## config.mk

```make
export PLATFORM = sky130hd
export DESIGN_NAME = truth_table_sweeper
export DESIGN_NICKNAME = d
export VERILOG_FILES = /design/src/rtl/truth_table_sweeper_pkg.sv /design/src/rtl/truth_table_sweeper_dwell_counter.sv /design/src/rtl/truth_table_sweeper.sv
export SDC_FILE = /design/constraint.sdc
export NUM_CORES = 1
export LEC_CHECK = 0
export BUFFER_PORTS_ARGS = -buffer_cell sky130_fd_sc_hd__buf_2
export CAP_MARGIN = 30
export CORE_MARGIN = 2
export CORE_UTILIZATION = 55
export CTS_CLUSTER_SIZE = 20
export DETAILED_ROUTE_END_ITERATION = 8
export PLACE_DENSITY = 0.83
export SYNTH_ARGS = -nofsm -noshare
export SYNTH_HDL_FRONTEND = slang
export SYNTH_SLANG_ARGS = --single-unit
export TNS_END_PERCENT = 1
```

## constraint.sdc

```tcl
create_clock -name clk -period 2.4 [get_ports clk]
set_input_delay 0.12 -clock clk [delete_from_list [all_inputs] [get_ports clk]]
set_output_delay 0.12 -clock clk [all_outputs]
set_load 0.1 [all_outputs]
```

## src/rtl/truth_table_sweeper_pkg.sv

```systemverilog
// truth_table_sweeper_pkg
//   Shared definitions for the truth-table sweeper: FSM state encoding,
//   vector geometry and the step -> applied-vector mapping.
//   Build option: define GRAY_ORDER_EN to walk the vectors in Gray-code
//   order (one input toggles per step); default is binary order 0..15.
package truth_table_sweeper_pkg;

  typedef enum logic [1:0] {
    ST_IDLE  = 2'd0,
    ST_DRIVE = 2'd1,
    ST_DONE  = 2'd2
  } state_e;

  localparam int NUM_VECTORS = 16;
  localparam int VEC_W       = 4;
  localparam int NUM_OUTPUTS = 3;

  // Vector applied at a given sweep step. Either order visits every
  // vector exactly once, so the captured tables are order-independent.
  function automatic logic [VEC_W-1:0] vec_of(input logic [VEC_W-1:0] step);
`ifdef GRAY_ORDER_EN
    return step ^ (step >> 1);
`else
    return step;
`endif
  endfunction

endpackage

```

## src/rtl/truth_table_sweeper_dwell_counter.sv

```systemverilog
// sweep_dwell_counter
//   Counts clocks spent on the current vector. Wraps to zero on the
//   cycle it reaches DWELL_CYCLES-1 while enabled.
// Ports
//   clk    in   clock
//   rst_n  in   asynchronous active-low reset
//   clear  in   synchronous clear to zero (wins over en)
//   en     in   count enable
//   last   out  high while count == DWELL_CYCLES-1
module sweep_dwell_counter #(
  parameter int DWELL_CYCLES = 100,
  parameter int CNT_W        = 16
) (
  input  logic clk,
  input  logic rst_n,
  input  logic clear,
  input  logic en,
  output logic last
);

  localparam logic [CNT_W-1:0] LAST_CNT = CNT_W'(DWELL_CYCLES - 1);

  logic [CNT_W-1:0] count_q, count_d;

  always_comb begin
    count_d = count_q;
    if (clear) begin
      count_d = '0;
    end else if (en) begin
      count_d = last ? '0 : count_q + CNT_W'(1);
    end
  end

  always_ff @(posedge clk or negedge rst_n) begin
    if (!rst_n) count_q <= '0;
    else        count_q <= count_d;
  end

  assign last = (count_q == LAST_CNT);

endmodule

```

## src/rtl/truth_table_sweeper.sv

```systemverilog
// truth_table_sweeper
//   Drives all 16 {A,B,C,D} vectors into a 4-in/3-out combinational
//   circuit, holds each for DWELL_CYCLES clocks and captures the three
//   outputs on the last dwell cycle into 16-bit truth tables.
//   Build option: GRAY_ORDER_EN selects Gray-code vector order.
// Ports
//   clk, rst_n                  clock, asynchronous active-low reset
//   start                       one-cycle sweep request (ignored while busy)
//   abort                       synchronous cancel, beats start
//   F_alpha, F_beta, F_gamma    circuit outputs under test
//   A, B, C, D                  registered stimulus, A = vector MSB
//   busy                        sweep in progress
//   done                        sweep complete, until next start/abort
//   table_alpha/beta/gamma      bit i = output sampled with {A,B,C,D}==i
//
// state    | meaning
// ST_IDLE  | stimulus at 0, waiting for start
// ST_DRIVE | holding a vector, sampling on the last dwell cycle
// ST_DONE  | all 16 vectors captured, last vector held
module truth_table_sweeper
  import truth_table_sweeper_pkg::*;
#(
  parameter int DWELL_CYCLES = 100,
  parameter int CNT_W        = 16
) (
  input  logic        clk,
  input  logic        rst_n,
  input  logic        start,
  input  logic        abort,
  input  logic        F_alpha,
  input  logic        F_beta,
  input  logic        F_gamma,
  output logic        A,
  output logic        B,
  output logic        C,
  output logic        D,
  output logic        busy,
  output logic        done,
  output logic [15:0] table_alpha,
  output logic [15:0] table_beta,
  output logic [15:0] table_gamma
);

  localparam logic [VEC_W-1:0] LAST_STEP = VEC_W'(NUM_VECTORS - 1);

  state_e             state_q, state_d;
  logic [VEC_W-1:0]   step_q, step_d;
  logic [VEC_W-1:0]   vec_q, vec_d;
  logic [15:0]        tbl_a_q, tbl_a_d;
  logic [15:0]        tbl_b_q, tbl_b_d;
  logic [15:0]        tbl_g_q, tbl_g_d;
  logic               cnt_clear, cnt_en, dwell_last;

  sweep_dwell_counter #(
    .DWELL_CYCLES (DWELL_CYCLES),
    .CNT_W        (CNT_W)
  ) u_dwell (
    .clk   (clk),
    .rst_n (rst_n),
    .clear (cnt_clear),
    .en    (cnt_en),
    .last  (dwell_last)
  );

  always_comb begin
    state_d   = state_q;
    step_d    = step_q;
    vec_d     = vec_q;
    tbl_a_d   = tbl_a_q;
    tbl_b_d   = tbl_b_q;
    tbl_g_d   = tbl_g_q;
    cnt_clear = 1'b0;
    cnt_en    = 1'b0;

    if (abort) begin
      // Tables keep whatever was captured before the cancel.
      state_d   = ST_IDLE;
      step_d    = '0;
      vec_d     = '0;
      cnt_clear = 1'b1;
    end else begin
      case (state_q)
        ST_IDLE, ST_DONE: begin
          if (start) begin
            state_d   = ST_DRIVE;
            step_d    = '0;
            vec_d     = vec_of('0);
            tbl_a_d   = '0;
            tbl_b_d   = '0;
            tbl_g_d   = '0;
            cnt_clear = 1'b1;
          end
        end
        ST_DRIVE: begin
          cnt_en = 1'b1;
          if (dwell_last) begin
            // Index by the applied vector, not the step, so Gray order
            // lands each sample in the same bit as binary order.
            tbl_a_d[vec_q] = F_alpha;
            tbl_b_d[vec_q] = F_beta;
            tbl_g_d[vec_q] = F_gamma;
            if (step_q == LAST_STEP) begin
              state_d = ST_DONE;
            end else begin
              step_d = step_q + VEC_W'(1);
              vec_d  = vec_of(step_q + VEC_W'(1));
            end
          end
        end
        default: state_d = ST_IDLE;
      endcase
    end
  end

  always_ff @(posedge clk or negedge rst_n) begin
    if (!rst_n) begin
      state_q <= ST_IDLE;
      step_q  <= '0;
      vec_q   <= '0;
      tbl_a_q <= '0;
      tbl_b_q <= '0;
      tbl_g_q <= '0;
    end else begin
      state_q <= state_d;
      step_q  <= step_d;
      vec_q   <= vec_d;
      tbl_a_q <= tbl_a_d;
      tbl_b_q <= tbl_b_d;
      tbl_g_q <= tbl_g_d;
    end
  end

  assign {A, B, C, D}  = vec_q;
  assign busy          = (state_q == ST_DRIVE);
  assign done          = (state_q == ST_DONE);
  assign table_alpha   = tbl_a_q;
  assign table_beta    = tbl_b_q;
  assign table_gamma   = tbl_g_q;

endmodule

```

==> results of run 1 <==
[logic make-up (layout without fill, tap and decap cells)]
family | after synthesis | after routing | share of synthesized area
AO/OA/AOI/OAI | 115 | 115 | 0.2112
AND/OR/NAND/NOR | 116 | 116 | 0.1924
flip-flops | 70 | 70 | 0.5063
buffers and inverters | 26 | 93 | 0.06438
adder cells (fa/ha/maj) | 5 | 5 | 0.01808
XOR/XNOR | 3 | 3 | 0.007596
[area by class of cell]
cell class / count / area (um^2) / share of cell area
sequential: 70 / 1752 / 0.4428
multi-input combinational: 239 / 1485 / 0.3754
timing repair buffer: 69 / 395.4 / 0.09994
clock buffer: 11 / 141.4 / 0.03574
tap: 75 / 93.84 / 0.02372
clock inverter: 5 / 58.81 / 0.01486
inverter: 8 / 30.03 / 0.007590
[flip-flops by register name (all words and copies together), names as in the netlist]
register         cells
table_beta          16
state_q              2
u_dwell.count_q     16
table_alpha         16
table_gamma         16
vec_q                4
[worst max-delay path by stage]
stage	endpoint	cells after the start
final	table_beta[11]	7
after global routing	table_gamma[11]	7
after CTS	table_beta[11]	7
after detailed placement	table_beta[11]	7
after global placement	table_gamma[3]	6
after floorplan	u_dwell.count_q[6]	6
[layout by cell type (no fill, tap or decap), types with 2 or more instances in the layout]
cell	instances
nand3_1	14
xor2_1	2
o22ai_1	2
nand3_2	5
nand4_1	4
a21oi_1	13
nor2_1	17
nand2_1	44
o21ai_0	45
ha_1	5
nor4_1	2
a31oi_1	7
o31ai_1	2
buf_4	6
nand3_4	3
o21ai_1	11
inv_1	7
nor2b_1	3
buf_2	60
clkbuf_8	10
o2bb2ai_1	27
nand2b_1	4
or3_1	6
clkinvlp_4	2
dfrtp_1	70
buf_12	2
[through the flow]
step,instances,power (mW),hold slack (ns),area [um^2]
floorplan,335,1.504,-0.1756,3460
global placement,459,1.567,0.1711,3739
detailed placement,460,1.576,0.1714,3746
CTS,477,2.527,0.03812,3956
global route,477,2.618,0.05266,3956
finish,477,2.514,0.05480,3956
[power groups by stage]
stage	clock network (mW)	logic (mW)	registers, mW
after floorplan	0	0.183	1.32
after global placement	0	0.332	1.23
after detailed placement	0	0.341	1.24
after CTS	0.971	0.343	1.21
after global routing	1.03	0.369	1.22
final	0.957	0.343	1.21
[repair_timing]
| action | CTS | global route |
|---|---|---|
| gates resized for setup | 0 | 0 |
| hold endpoints to repair | 70 | 0 |
| hold buffers | 1 | 0 |
[routing by layer]
layer / global-route usage / part of all wire
met5: 0 / 0
met4: 0.08346 / 0.011
met3: 0.05268 / 0.062
met2: 0.3790 / 0.47
met1: 0.3541 / 0.45
[cell usage after synthesis (3+ instances only)]
| cell | number | area [um^2] |
|---|---|---|
| a21oi_1 | 13 | 65.06 |
| a31oi_1 | 7 | 43.79 |
| buf_12 | 3 | 60.06 |
| buf_2 | 3 | 15.01 |
| clkbuf_8 | 4 | 55.05 |
| dfrtp_1 | 70 | 1752 |
| ha_1 | 5 | 62.56 |
| inv_1 | 7 | 26.28 |
| nand2_1 | 44 | 165.2 |
| nand2b_1 | 4 | 25.02 |
| nand3_1 | 14 | 70.07 |
| nand3_2 | 5 | 50.05 |
| nand3_4 | 3 | 52.55 |
| nand4_1 | 4 | 25.02 |
| nor2_1 | 17 | 63.81 |
| nor2b_1 | 3 | 18.77 |
| o21ai_0 | 45 | 225.2 |
| o21ai_1 | 11 | 55.05 |
| o2bb2ai_1 | 27 | 236.5 |
| or3_1 | 6 | 37.54 |
==> summary.txt, run 1 <==
CTS
  – Post-CTS Setup Inserts: 0
  – Clk sinks: 70
  – Clock latency on the worst-skew pair: 0.34 ns
  – CTS H-tree depth: 3
  – Clk slew on worst S/H paths: 0.08 ns
  – CTS Buffer Depth: 2
  – Root Driver: clkbuf_8
  – CTS tree: done
  – TritonCTS buffer count: 9

Finish
  – # nets final: 409
  – Filler instances: 470
  – Area growth from synthesis to layout: 14.36%
  – Antenna fix cells: 0
  – Fraction of final layout cells sized beyond drive strength 1: 0.2537
  – Final core occ: 0.6604

Setup path
  – Worst EP arrival: 2.41 ns
  – CP Launch Point: u_dwell.count_q[0]
  – R2R depth: 7
  – RR Endpoint: table_beta[11]
  – Critical path class: reg -> reg
  – Crit-path max FO: 14
  – Setup crit end kind: flop
  – Startpoint types: flop
  – Cell family with most CP delay: compound AO/OA/AOI/OAI gates
  – Bufs and invs on worst path: 1
  – Critical Path Slowest Stage Cell: a21oi_1
  – Critical path cell sequence: ha_1 > and4bb_2 > and4_1 > a21oi_1 > buf_4 > o21ai_0 > o21ai_1
  – WP data required: 2.66 ns
  – RR Startpoint: u_dwell.count_q[0]
  – Worst reg2reg setup slack: 0.25 ns
  – Crit-path max cell delay: 0.46 ns

Power and ir drop
  – Logic pwr share: 0.136
  – Clock share of power: 0.381
  – Worst VDD drop: 0.3805 mV
  – Pint: 1.775 mW
  – Pwr dens: 635.4 nW/um^2
  – Leak pwr: 1.816 nW
  – Sequential group share of total power: 0.483
  – Psw: 738.3 uW
  – Switching share of power: 0.2937

Timing
  – Part of the cycle the worst path needs: 0.8963
  – Worst setup slack after layout: 0.2488 ns
  – RSZ-0062 raised after global routing: false
  – Endpoints failing setup: 0
  – Min cycle time layout: 2.151 ns
  – Slew Viols, Final: 0
  – Worst slew margin: 0.5519
  – Setup TNS: 0 ns
  – Highest Clock Rate: 464.9 MHz
  – Skew final: 0.01000 ns
  – Tightest Pin Transition: 0.6706 ns
  – Hold Violations, Final: 0

Global routing
  – All-Layer GR Usage: 0.2481
  – Grt ovf: 0
  – Number of global-route vias before repair: 2755
  – Initial antenna violation count: 0
  – First-pass GRT wire length: 13920 um
  – Largest net degree at the start of global routing: 71

Hold path
  – Hold_sp: abort
  – Worst min path class: in -> reg
  – Hold endpoint: state_q[1]
  – WHS Path Cells: 2

Job
  – Max-cap violations: 0

Yosys
  – Yosys reg bits: 70
  – Mean post-synth cell area: 10.33 um^2
  – FFs w/ async S/R, synth: 1.000
  – Yosys warns: 0
  – Mapped Area: 3460 um^2
  – Seq/Total Area, Yosys: 0.5063
  – Mapped Cells: 335
  – Unique masters post-synth: 53
  – Syn Nets: 347
  – Top_reg_cell synth: dfrtp_1
  – Post-synth EDFFs: 0

Floorplanning
  – Die width: 83.31 um
  – Die Y-Extent: 83.31 um
  – FP Rows: 28
  – # IOs: 61
  – Starting Density: 0.5775
  – Die ar.: 6941 um^2
  – Core Region: 5991 um^2

Routing
  – DRT antenna net count: 0
  – Number of DRC markers in iteration 0: 219
  – DR WL/cell: 17.11 um
  – DRC errors left: 0
  – Drt total wl: 8161 um
  – Initial DRT Pass Iterations: 4
  – Routed via count: 2826
  – Vias/cell: 5.925

Placed design
  – Setup WS pre-CTS: 0.2863 ns
  – PortBufs: 60
  – Gpl congestion: 0.8771
  – Post-DP HPWL: 5569 um

Outcome
  – Status: complete, no violations
Note: power is estimated with default switching activity, not from simulation.
==> inputs of run 2 (changes only) <==
- CELL_PAD_IN_SITES_DETAIL_PLACEMENT: unset -> 1
- CELL_PAD_IN_SITES_GLOBAL_PLACEMENT: unset -> 1
- CORE_ASPECT_RATIO: unset -> 1.2
- CORE_UTILIZATION: 55 -> 43
==> summary.txt, run 2 (same netlist as run 1, synthesis figures left out) <==
Outcome
  – Status: finished, violations left
  – Failing checks: design-rule violations

Global routing
  – Number of global-route vias before repair: 3128
  – Largest net degree at the start of global routing: 44
  – Initial antenna violation count: 0
  – First-pass GRT wire length: 15990 um
  – Grt ovf: 0
  – All-Layer GR Usage: 0.2358

Timing
  – Tightest Pin Transition: 0.7233 ns
  – Worst slew margin: 0.5166
  – Setup TNS: 0 ns
  – Min cycle time layout: 2.142 ns
  – Part of the cycle the worst path needs: 0.8923
  – RSZ-0062 raised after global routing: false
  – Skew final: 0.01161 ns
  – Highest Clock Rate: 466.9 MHz
  – Endpoints failing setup: 0
  – Slew Viols, Final: 0
  – Hold Violations, Final: 0

Routing
  – Routed via count: 2897
  – Drt total wl: 9668 um
  – Number of DRC markers in iteration 0: 172
  – Vias/cell: 5.853
  – DRT antenna net count: 0
  – Initial DRT Pass Iterations: 6
  – DRC errors left: 5
  – DR WL/cell: 19.53 um

Floorplanning
  – # IOs: 61
  – Die ar.: 8782 um^2
  – Core Region: 7751 um^2
  – Starting Density: 0.4463
  – Die width: 85.88 um
  – Die Y-Extent: 102.3 um
  – FP Rows: 35

Finish
  – Antenna fix cells: 0
  – # nets final: 410
  – Fraction of final layout cells sized beyond drive strength 1: 0.2605
  – Leading cell types in the layout, fill and taps excluded: dfrtp_1 (70), buf_2 (60), o21ai_0 (45), nand2_1 (44), o2bb2ai_1 (27)
  – Area growth from synthesis to layout: 16.64%
  – Register Area: 1752 um^2
  – Commonest non-fill, non-tap cell in the layout: dfrtp_1
  – Filler instances: 895
  – Area occupied by multi-input gates: 1489 um^2

Power and ir drop
  – Worst VDD drop: 0.3816 mV
  – Switching share of power: 0.2823
  – Sequential group share of total power: 0.438
  – Clock share of power: 0.432
  – Pwr dens: 685.8 nW/um^2
  – Pwr Total: 2.767 mW
  – Leak pwr: 1.852 nW
  – Pint: 1.986 mW
  – Psw: 781.2 uW
  – Logic pwr share: 0.129

Hold path
  – Worst min path class: in -> reg
  – WHS Path Cells: 2

CTS
  – CTS tree: done
  – Clock latency on the worst-skew pair: 0.35 ns
  – Post-CTS Setup Inserts: 0
  – Root Driver: clkbuf_8
  – TritonCTS buffer count: 9
  – Clk sinks: 70
  – CTS Buffer Depth: 2
  – Clk slew on worst S/H paths: 0.08 ns
  – CTS H-tree depth: 3

Placed design
  – Post-DP HPWL: 6754 um
  – Gpl congestion: 0.8980
  – PortBufs: 60

Setup path
  – Critical path cell sequence: nor4_4 > nand4_2 > o22ai_4 > buf_12 > nand3_1 > o21ai_0
  – Setup crit end kind: flop
  – Critical path class: reg -> reg
  – Startpoint types: flop
  – Crit-path max cell delay: 0.47 ns
  – R2R depth: 6
  – Worst EP arrival: 2.39 ns
  – Crit-path max FO: 25
  – Critical Path Slowest Stage Cell: dfrtp_1
  – WP data required: 2.64 ns

Job
  – Max-cap violations: 0
[run 2: timing repair]
item | in CTS | in global routing
hold buffers | 1 | 0
endpoints found under the hold margin | 27 | 0
endpoints found under the setup margin | 0 | 11
gates resized for setup | 0 | 1
[run 2: path summary, 6_finish.rpt]
path	from	to	slack [ns]
worst max-delay path	u_dwell.count_q[12]	table_beta[7]	0.26
worst min-delay path	abort	state_q[1]	0.04
worst max register to register	u_dwell.count_q[12]	table_beta[7]	0.26
worst min register to register	table_beta[10]	table_beta[10]	0.49
max in group asynchronous	rst_n	u_dwell.count_q[8]	1.42
min in group asynchronous	rst_n	table_alpha[4]	0.32
[run 2: metal layers]
layer | vias to the layer above | GRT usage | part of all wire
met1 | 1482 | 0.2818 | 0.42
li1 | 1348 | - | -
met4 | 0 | 0.08181 | 0.012
met2 | 58 | 0.4287 | 0.53
met3 | 9 | 0.03796 | 0.036
met5 | - | 0 | 0
[run 2: cell type report]
type / count / share of cell area
inverters: 8 / 0.007442
clock buffers: 10 / 0.03411
multi-input cells: 239 / 0.3690
well taps: 92 / 0.02853
clock inverters: 6 / 0.02698
flip-flops and latches: 70 / 0.4341
repair buffers: 70 / 0.09984
[run 2: stage by stage]
stage                 util  hold slack, ns  instance area [um^2]  std cells  setup WS, ns
floorplan                -         -0.1756                  3460        335        0.1141
global placement    0.4860          0.1607                  3767        477      -0.02603
detailed placement  0.4870          0.1737                  3775        478        0.1616
CTS                 0.5201         0.04391                  4031        495        0.1187
global route        0.5206         0.06025                  4035        495        0.1407
finish              0.5206         0.04207                  4035        495        0.2584
[run 2: critical path, delay by kind of cell, from the launching register on]
kind,cells,cell delay [ns]
buffers and inverters,1,0.22
flip-flops,1,0.47
AO/OA/AOI/OAI,2,0.47
AND/OR/NAND/NOR,3,0.87
[run 2: power groups by stage]
stage | combinational, mW | sequential, mW | clock [mW]
after detailed placement | 0.352 | 1.24 | 0
final | 0.358 | 1.21 | 1.20
after floorplan | 0.183 | 1.32 | 0
after global placement | 0.340 | 1.23 | 0
after global routing | 0.387 | 1.22 | 1.24
after CTS | 0.357 | 1.21 | 1.21
